<file path="src/rtl/pixel_pkg.sv">
// Shared types and defaults for the pixel combinator (read side of the reorder queues).
package pixel_pkg;
  typedef enum logic [1:0] {IDLE, SCAN, WAIT} comb_state_t;

  localparam logic [23:0] DEF_FILL_COLOUR = 24'hFF00FF;
  localparam int          DEF_FRAME_W     = 640;
  localparam int          DEF_FRAME_H     = 480;
endpackage

</file>
<file path="src/rtl/pixel_combinator_if.sv">
// Coordinate broadcast to the engine queues plus the ordered pixel stream to the display writer.
interface pixel_combinator_if #(
  parameter int DATA_WIDTH = 32,
  parameter int RBG_SIZE   = 24,
  parameter int NUM_LANES  = 4
) ();
  logic [DATA_WIDTH-1:0]                xpixel_check;
  logic [DATA_WIDTH-1:0]                ypixel_check;
  logic                                 check_valid;
  logic [NUM_LANES-1:0]                 lane_hit;
  logic [NUM_LANES-1:0][RBG_SIZE-1:0]   lane_colour;
  logic                                 pix_valid;
  logic                                 pix_ready;
  logic [RBG_SIZE-1:0]                  pix_colour;
  logic                                 pix_sof;
  logic                                 pix_eol;

  modport master (
    output xpixel_check, ypixel_check, check_valid, pix_valid, pix_colour, pix_sof, pix_eol,
    input  lane_hit, lane_colour, pix_ready
  );
  modport slave (
    input  xpixel_check, ypixel_check, check_valid, pix_valid, pix_colour, pix_sof, pix_eol,
    output lane_hit, lane_colour, pix_ready
  );
endinterface

</file>
<file path="src/rtl/pixel_combinator_raster_counter.sv">
// Raster-order x/y walker; advances one pixel per accept and wraps at frame end.
module raster_counter #(
  parameter int DATA_WIDTH = 32,
  parameter int FRAME_W    = 640,
  parameter int FRAME_H    = 480
) (
  input  logic                  clk,
  input  logic                  reset,
  input  logic                  advance,
  output logic [DATA_WIDTH-1:0] x,
  output logic [DATA_WIDTH-1:0] y,
  output logic                  sof,
  output logic                  eol,
  output logic                  last
);
  assign sof  = (x == '0) && (y == '0);
  assign eol  = (x == DATA_WIDTH'(FRAME_W - 1));
  assign last = eol && (y == DATA_WIDTH'(FRAME_H - 1));

  always_ff @(posedge clk or negedge reset) begin
    if (!reset) begin
      x <= '0;
      y <= '0;
    end else if (advance) begin
      if (eol) begin
        x <= '0;
        y <= last ? '0 : y + 1'b1;
      end else begin
        x <= x + 1'b1;
      end
    end
  end
endmodule

</file>
<file path="src/rtl/pixel_combinator.sv">
// Walks the frame in raster order, collects each pixel from whichever queue holds it and emits
// an ordered valid/ready stream; missing pixels are filled after TIMEOUT cycles of searching.
module pixel_combinator
  import pixel_pkg::*;
#(
  parameter int          DATA_WIDTH  = 32,
  parameter int          RBG_SIZE    = 24,
  parameter int          NUM_LANES   = 4,
  parameter int          FRAME_W     = DEF_FRAME_W,
  parameter int          FRAME_H     = DEF_FRAME_H,
  parameter int          TIMEOUT     = 1024,
  parameter logic [RBG_SIZE-1:0] FILL_COLOUR = RBG_SIZE'(DEF_FILL_COLOUR)
) (
  input  logic                clk,
  input  logic                reset,
  input  logic                run,
  pixel_combinator_if.master  bus,
  output logic                frame_done,
  output logic [15:0]         drop_count,
  output logic                err_multi_hit
);
  localparam int TW = (TIMEOUT > 2) ? $clog2(TIMEOUT) : 1;
  localparam logic [TW-1:0] T_LAST = TW'((TIMEOUT > 0) ? TIMEOUT - 1 : 0);

  comb_state_t          state;
  logic [TW-1:0]        tcnt;
  logic                 check_valid, pix_valid, pix_sof, pix_eol;
  logic [RBG_SIZE-1:0]  pix_colour, hit_colour;
  logic                 hit_any, multi, timed_out, accept;
  logic                 r_sof, r_eol, r_last;

  raster_counter #(.DATA_WIDTH(DATA_WIDTH), .FRAME_W(FRAME_W), .FRAME_H(FRAME_H)) u_raster (
    .clk(clk), .reset(reset), .advance(accept),
    .x(bus.xpixel_check), .y(bus.ypixel_check),
    .sof(r_sof), .eol(r_eol), .last(r_last)
  );

  // Descending scan so the lowest-index set lane wins.
  always_comb begin
    hit_colour = '0;
    for (int i = NUM_LANES - 1; i >= 0; i--)
      if (bus.lane_hit[i]) hit_colour = bus.lane_colour[i];
  end

  assign hit_any   = |bus.lane_hit;
  assign multi     = (bus.lane_hit & (bus.lane_hit - 1'b1)) != '0;
  assign timed_out = (TIMEOUT != 0) && (tcnt == T_LAST);
  assign accept    = (state == WAIT) && bus.pix_ready;

  always_ff @(posedge clk or negedge reset) begin
    if (!reset) begin
      state         <= IDLE;
      tcnt          <= '0;
      check_valid   <= 1'b0;
      pix_valid     <= 1'b0;
      pix_colour    <= '0;
      pix_sof       <= 1'b0;
      pix_eol       <= 1'b0;
      frame_done    <= 1'b0;
      drop_count    <= '0;
      err_multi_hit <= 1'b0;
    end else begin
      frame_done <= 1'b0;
      if (hit_any && ((state != SCAN) || multi)) err_multi_hit <= 1'b1;
      case (state)
        IDLE: if (run) begin
          state       <= SCAN;
          check_valid <= 1'b1;
          tcnt        <= '0;
        end
        SCAN: begin
          tcnt <= tcnt + 1'b1;
          if (hit_any || timed_out) begin
            pix_colour  <= hit_any ? hit_colour : FILL_COLOUR;
            pix_sof     <= r_sof;
            pix_eol     <= r_eol;
            pix_valid   <= 1'b1;
            check_valid <= 1'b0;
            state       <= WAIT;
            if (!hit_any && drop_count != 16'hFFFF) drop_count <= drop_count + 1'b1;
          end
        end
        WAIT: if (bus.pix_ready) begin
          pix_valid <= 1'b0;
          tcnt      <= '0;
          // run is only honoured at the frame boundary.
          if (r_last && !run) begin
            state       <= IDLE;
            check_valid <= 1'b0;
          end else begin
            state       <= SCAN;
            check_valid <= 1'b1;
          end
          if (r_last) frame_done <= 1'b1;
        end
        default: begin
          state       <= IDLE;
          check_valid <= 1'b0;
          pix_valid   <= 1'b0;
        end
      endcase
    end
  end

  assign bus.check_valid = check_valid;
  assign bus.pix_valid   = pix_valid;
  assign bus.pix_colour  = pix_colour;
  assign bus.pix_sof     = pix_sof;
  assign bus.pix_eol     = pix_eol;
endmodule

</file>
<file path="src/flat_wrapper.sv">
// flat-port wrapper written by rule: the top's interface ports become plain ports
module pixel_combinator_flat import pixel_pkg::*;
#(
  parameter int          DATA_WIDTH  = 32,
  parameter int          RBG_SIZE    = 24,
  parameter int          NUM_LANES   = 4,
  parameter int          FRAME_W     = DEF_FRAME_W,
  parameter int          FRAME_H     = DEF_FRAME_H,
  parameter int          TIMEOUT     = 1024,
  parameter logic [RBG_SIZE-1:0] FILL_COLOUR = RBG_SIZE'(DEF_FILL_COLOUR)
)
  (clk, reset, run, frame_done, drop_count, err_multi_hit, bus_xpixel_check, bus_ypixel_check, bus_check_valid, bus_pix_valid, bus_pix_colour, bus_pix_sof, bus_pix_eol, bus_lane_hit, bus_lane_colour, bus_pix_ready);
  pixel_combinator_if #(.DATA_WIDTH(DATA_WIDTH), .RBG_SIZE(RBG_SIZE), .NUM_LANES(NUM_LANES)) bus_i ();
  input  logic clk;
  input  logic reset;
  input  logic run;
  output logic frame_done;
  output logic [15:0] drop_count;
  output logic err_multi_hit;
  output wire logic [$bits(bus_i.xpixel_check)-1:0] bus_xpixel_check;
  output wire logic [$bits(bus_i.ypixel_check)-1:0] bus_ypixel_check;
  output wire logic [$bits(bus_i.check_valid)-1:0] bus_check_valid;
  output wire logic [$bits(bus_i.pix_valid)-1:0] bus_pix_valid;
  output wire logic [$bits(bus_i.pix_colour)-1:0] bus_pix_colour;
  output wire logic [$bits(bus_i.pix_sof)-1:0] bus_pix_sof;
  output wire logic [$bits(bus_i.pix_eol)-1:0] bus_pix_eol;
  input wire logic [$bits(bus_i.lane_hit)-1:0] bus_lane_hit;
  input wire logic [$bits(bus_i.lane_colour)-1:0] bus_lane_colour;
  input wire logic [$bits(bus_i.pix_ready)-1:0] bus_pix_ready;
  assign bus_xpixel_check = bus_i.xpixel_check;
  assign bus_ypixel_check = bus_i.ypixel_check;
  assign bus_check_valid = bus_i.check_valid;
  assign bus_pix_valid = bus_i.pix_valid;
  assign bus_pix_colour = bus_i.pix_colour;
  assign bus_pix_sof = bus_i.pix_sof;
  assign bus_pix_eol = bus_i.pix_eol;
  assign bus_i.lane_hit = bus_lane_hit;
  assign bus_i.lane_colour = bus_lane_colour;
  assign bus_i.pix_ready = bus_pix_ready;
  pixel_combinator #(.DATA_WIDTH(DATA_WIDTH), .RBG_SIZE(RBG_SIZE), .NUM_LANES(NUM_LANES), .FRAME_W(FRAME_W), .FRAME_H(FRAME_H), .TIMEOUT(TIMEOUT), .FILL_COLOUR(FILL_COLOUR)) u_core (.clk(clk), .reset(reset), .run(run), .bus(bus_i), .frame_done(frame_done), .drop_count(drop_count), .err_multi_hit(err_multi_hit));
endmodule
</file>
<file path="config.mk">
export PLATFORM = sky130hd
export DESIGN_NAME = pixel_combinator_flat
export DESIGN_NICKNAME = d
export VERILOG_FILES = /design/src/rtl/pixel_pkg.sv /design/src/rtl/pixel_combinator_if.sv /design/src/rtl/pixel_combinator_raster_counter.sv /design/src/rtl/pixel_combinator.sv /design/src/flat_wrapper.sv
export SDC_FILE = /design/constraint.sdc
export NUM_CORES = 1
export LEC_CHECK = 0
export BUFFER_PORTS_ARGS = -buffer_cell sky130_fd_sc_hd__buf_4
export CAP_MARGIN = 10
export CORE_MARGIN = 3
export CORE_UTILIZATION = 51
export DETAILED_ROUTE_END_ITERATION = 8
export PLACE_DENSITY = 0.81
export RECOVER_POWER = 100
export SYNTH_ARGS = -nofsm -noshare
export SYNTH_HDL_FRONTEND = slang
export SYNTH_SLANG_ARGS = --single-unit
</file>
<file path="constraint.sdc">
create_clock -name clk -period 3.4 [get_ports clk]
set_input_delay 0.17 -clock clk [delete_from_list [all_inputs] [get_ports clk]]
set_output_delay 0.17 -clock clk [all_outputs]
set_load 0.05 [all_outputs]
</file>
## Yosys cells after proc, flatten, opt, wreduce, memory -nomap -nowiden

Cells that the tools add are included.

| storage, ports and cells | value |
|---|---|
| input bits | 104 |
| logic and storage cells | 77 |
| flip-flop bits (word level) | 122 |

| cells by class | value |
|---|---|
| multiplexer cells | 26 |
| eq/ne operators | 10 |
| $add $sub $neg | 5 |
| reduce and logical (&&, ||, !) cells | 22 |
| bitwise gates (word level) | 2 |

Operators by type and width:

| operator | count |
|---|---|
| 2-to-1 mux 24 bit | 5 |
| adder 32 x 1 -> 32 bit, second input constant | 2 |
| logical NOT 32 bit | 2 |
| 2-to-1 mux 32 bit | 2 |
| == test 32 x 10 -> 1 bit, second input constant | 1 |
| == test 32 x 9 -> 1 bit, second input constant | 1 |
| case mux 10 bit (3 select lines) | 1 |
| 2-to-1 mux 10 bit | 2 |
| adder 16 x 1 -> 16 bit, second input constant | 1 |
| inequality test 16 bit, second input constant | 1 |
| AND reduction 3 bit | 4 |
| adder 10 x 1 -> 10 bit, second input constant | 1 |
| == test 10 bit, second input constant | 1 |
| 2-to-1 mux 1 bit | 10 |
| logical AND 1 bit | 6 |
| 2-to-1 mux 2 bit | 3 |
| case mux 1 bit (3 select lines) | 2 |
| case mux 2 bit (3 select lines) | 1 |
| AND 4 bit | 1 |
| inequality test 2 x 1 -> 1 bit, second input constant | 2 |
| inequality test 2 bit, second input constant | 2 |
| AND reduction 2 bit | 2 |
| nonzero test 4 bit | 1 |
| OR reduction 4 bit | 1 |
| other kinds (8) | 10 |

## Longest topological paths before layout

| logic depth | value |
|---|---|
| word-level depth | 6 |
| depth in mapped cells | 8 |
| depth with buffers taken out | 6 |

## By module

From an unflattened synthesis, not the netlist that was laid out.

| second synthesis, totals | value |
|---|---|
| cell total of the unflattened synthesis | 685 |
| area, all modules | 6622.6 um2 |

By module, submodules not included:

| module | area an instance (um2) | times used | cells an instance |
|---|---|---|---|
| raster_counter | 3467.1 | 1 | 367 |
| pixel_combinator | 3155.5 | 1 | 318 |

## Worst setup path after synthesis

Ideal clock, no wire load.

| timing | value |
|---|---|
| kind | register -> register |
| start | reg u_core.u_raster.x[12] |
| end | reg u_core.u_raster.y[7] |
| arrival time | 2.658 ns |
| period minus slack after synthesis | 2.735 ns |
| setup slack | 0.665 ns |
| path buffers | 2 |
| cell stages (with the launch flop) | 8 |
| path through | dfrtp_1 > or4_1 > or2_1 > buf_6 > or3_1 > clkbuf_2 > or4_1 > a21oi_1 |

| on the way | value |
|---|---|
| cells in the longest elaborated chain, start to end | 3 |

Ends and longest elaborated chain:

| what | line | text |
|---|---|---|
| from (decl) | pixel_combinator_raster_counter.sv:10 | `output logic [DATA_WIDTH-1:0] x,` |
| from (signal assigned) | pixel_combinator_raster_counter.sv:29 | `x <= x + 1'b1;` |
| == test 32 x 10 -> 1 bit (*) | pixel_combinator_raster_counter.sv:17 | `assign eol = (x == DATA_WIDTH'(FRAME_W - 1));` |
| logical AND 1 bit | pixel_combinator_raster_counter.sv:18 | `assign last = eol && (y == DATA_WIDTH'(FRAME_H - 1));` |
| 2-to-1 mux 32 bit | pixel_combinator_raster_counter.sv:27 | `y <= last ? '0 : y + 1'b1;` |
| to (signal assigned) | pixel_combinator_raster_counter.sv:27 |  |
| to (decl) | pixel_combinator_raster_counter.sv:11 | `output logic [DATA_WIDTH-1:0] y,` |

Every way passes the cells marked *; elsewhere a longest branch is shown, timed or not.
A chain may end at the register's enable or synchronous reset.

## Final worst setup path

| timing | value |
|---|---|
| start | reg u_core.state[1] |
| end | reg u_core.u_raster.y[7] |

| on the way | value |
|---|---|
| cells in the longest elaborated chain, start to end | 3 |

Ends and longest elaborated chain:

| what | line | text |
|---|---|---|
| from (decl) | pixel_combinator.sv:25 | `comb_state_t state;` |
| from (signal assigned) | pixel_combinator.sv:52 | `state <= IDLE;` |
| from (signal assigned) | pixel_combinator.sv:67 | `state <= SCAN;` |
| from (signal assigned) | pixel_combinator.sv:79 | `state <= WAIT;` |
| == test 2 bit | pixel_combinator.sv:48 | `assign accept = (state == WAIT) && bus.pix_ready;` |
| logical AND 1 bit | pixel_combinator.sv:48 |  |
| AND reduction 2 bit (no source line) | - |  |

Every way passes these cells.

==> results by group <==
Outcome
  • Status: finished, violations left
  • Failing checks: capacitance limit, slew limit

Drt
  • DRT iter0 DRCs: 434
  • Vias/cell: 5.85
  • # DRC: 0
  • Antenna viol nets, final: 0
  • Routed WL: 18.3 mm
  • Pre-antenna DRT Iters: 5
  • Via Count: 6051
  • Drt wl/cell: 17.7 um

STA
  • Min cycle time layout: 2.92 ns
  • Setup Skew: 0.00959 ns
  • Setup TNS: 0 ns
  • RSZ-0062 raised after global routing: no
  • Worst Max-Slew Pin Slew: 2.03 ns
  • Setup violators final: 0
  • Final hold viol count: 0
  • Final period util: 0.860
  • Peak Freq: 342 MHz
  • Slew headroom: -0.352
  • Final max-slew violation count: 84

Critical path
  • Crit end category: flop
  • Critical Path RT: 3.73 ns
  • Worst-path fanout max: 15
  • Critical Path AT: 3.25 ns
  • CP Class: reg -> reg
  • Startpoint types: flop

Clocking
  • Reg clk slew, reported paths: 0.05 ns
  • Root Buffer: clkbuf_16
  • CTS Buf Count: 17
  • CTS tree: done
  • CTS H-Tree Depth: 4
  • CTS resizes: 0
  • Worst skew pair latency: 0.40 ns
  • CTS max path bufs: 2
  • CTS Sinks: 122
  • Hold_buf cts: 1
  • Setup Buffers After CTS: 0

Logic synthesis
  • Yosys cell types: 49
  • Number of synthesized flops with an enable pin: 0
  • Commonest register cell after synthesis: dfrtp_1
  • YS warnings: 0
  • Synthesized area: 0.00631 mm2
  • Asr flop ratio synth: 1.00
  • Synth Instances: 650
  • Post-synthesis register bit count: 122
  • Syn_nets: 760
  • Synth Area per Inst: 9.70 um2
  • Share of the yosys chip area belonging to registers: 0.484

Power
  • Worst vdd ir: 0.429 mV
  • Total power: 5.12 mW
  • Pleak: 3.58 nW
  • PD cells: 627 mW/mm2

Global route
  • Grt ovf: 0
  • Total GRT Usage: 0.262
  • Vias in the first global route: 5794
  • Largest net degree at the start of global routing: 84
  • Initial antenna violation count: 0
  • First-pass GRT wire length: 28.4 mm

Floorplan
  • Initial cell density of the core: 0.536
  • Total Die Area: 0.0137 mm2
  • Core Rows: 39
  • Die Ht: 117 um
  • I/O Pins: 214
  • Placeable Area: 0.0118 mm2
  • Die W: 117 um

Cells and area
  • Finished Core Util: 0.695
  • Diode count: 0
  • Layout Cells excl Fill: 1034
  • Area grow syn2layout: 29.6%
  • FILL cells: 1005
  • Layout cells sized above 1: 0.161
  • Final Net Count: 967

Place
  • GP Congestion: 0.861
  • Dpl cells: 1000
  • HPWL after DPL: 13.6 mm
  • Port Buf Inserts: 213

Job
  • Max-Cap Viols: 1

Worst hold path
  • Hold WC Path Type: in -> reg
-- registers in the layout (all words and copies together) (netlist names), 2 cells and up --
name and flops:
u_core.drop_count 16, u_core.u_raster.y 32, u_core.tcnt 10, u_core.state 2, u_core.u_raster.x 32, u_core.bus.pix_colour 24
-- area by class of cell --
class	count	area [um2]	area share
Tap cell	164	205	0.0251
Timing Repair Buffer	222	1230	0.150
Inverter	10	37.5	0.00459
Clock inverter	8	119	0.0145
Clock buffer	24	462	0.0565
Multi-Input combinational cell	484	3070	0.376
Sequential cell	122	3050	0.374
-- cells in the mapped netlist (all sizes together) (2+ instances only) --
| master | count | area, um2 |
|---|---|---|
| o221ai | 3 | 26.3 |
| o211ai | 4 | 30.0 |
| a22o | 2 | 17.5 |
| nand2b | 5 | 31.3 |
| inv | 10 | 37.5 |
| clkbuf | 32 | 121 |
| o31ai | 10 | 75.1 |
| nor2b | 15 | 93.8 |
| or3 | 7 | 45.1 |
| nand2 | 53 | 199 |
| nor4 | 29 | 181 |
| and4 | 10 | 87.6 |
| o22ai | 10 | 62.6 |
| xor2 | 28 | 245 |
| ha | 6 | 75.1 |
| or4 | 4 | 30.0 |
| buf | 2 | 26.3 |
| and2 | 3 | 18.8 |
| a21oi | 34 | 170 |
| nand3 | 28 | 140 |
| nor2 | 37 | 139 |
| o21ai | 9 | 45.0 |
| a221oi | 21 | 184 |
| a221o | 3 | 30.0 |
| or2 | 4 | 25.0 |
| and3 | 13 | 82.6 |
| nand4 | 37 | 231 |
| dfrtp | 122 | 3050 |
| nor3 | 43 | 220 |
| nand3b | 2 | 15.0 |
| xnor2 | 52 | 455 |
-- layout by cell type, fill, tap and decap left out, types with 12 or more instances in the layout --
| cell type | Yosys | routed |
|---|---|---|
| clkbuf_16 | 0 | 17 |
| clkbuf_1 | 31 | 122 |
| xnor2_1 | 52 | 52 |
| dfrtp_1 | 122 | 122 |
| nor3_1 | 42 | 43 |
| nand2_1 | 53 | 53 |
| nor2b_1 | 15 | 14 |
| a221oi_1 | 21 | 21 |
| nand4_1 | 37 | 37 |
| nor2_1 | 37 | 36 |
| and3_1 | 12 | 12 |
| nand3_1 | 28 | 28 |
| a21oi_1 | 34 | 34 |
| nor4_1 | 29 | 29 |
| buf_4 | 0 | 102 |
| xor2_1 | 28 | 28 |
-- metal layers --
metal,GRT usage,vias to the layer above,part of all wire
met5,0,-,0
met4,0.0841,0,0.018
met3,0.0555,36,0.081
met2,0.451,298,0.50
met1,0.331,2900,0.40
li1,-,2817,-
-- worst max-delay path: stages (launching register included) --
cell and delay [ns]:
dfrtp_1 0.56, and3b_1 0.22, clkbuf_1 0.56, nand4_1 0.31, or3_1 0.50, or4_1 0.54, a21oi_1 0.15
-- where the power goes --
group          internal [mW]  switching, mW
registers               1.66          0.185
logic                  0.389           1.11
clock network           1.17          0.603
total                   3.22           1.90
-- cells by family after synthesis --
kind of cell,Yosys count,synth area share
DFF,122,0.484
AOI/OAI and AO/OA,103,0.112
xor gates and xnor gates,80,0.111
buffers and inverters,44,0.0294
and+or+nand+nor,292,0.247
adders and majority gates,7,0.0135
muxes,2,0.00337
-- metrics by stage --
stage	hold slack (ns)	setup slack, ns	area (um2)
6_report	0.0674	0.476	8170
5_1_grt	0.0603	0.399	8170
4_1_cts	0.0533	0.698	8610
3_5_place_dp	0.416	0.676	8020
3_3_place_gp	0.402	0.791	8020
2_1_floorplan	-0.126	0.665	6310
-- worst paths after layout --
path | startpoint | end | slack, ns | depth (start not counted)
setup reg to reg | u_core.state[1] | u_core.u_raster.y[7] | 0.48 | 6
setup / recovery | u_core.state[1] | u_core.u_raster.y[7] | 0.48 | 6
hold reg to reg | u_core.bus.pix_colour[13] | u_core.bus.pix_colour[13] | 0.47 | 2
min in group asynchronous | reset | u_core.u_raster.x[18] | 0.89 | 2
hold / removal | bus_pix_ready | u_core.state[1] | 0.07 | 4
max in group asynchronous | reset | u_core.bus.pix_colour[1] | 1.06 | 3
No activity file was read; power rests on OpenSTA's default activity.
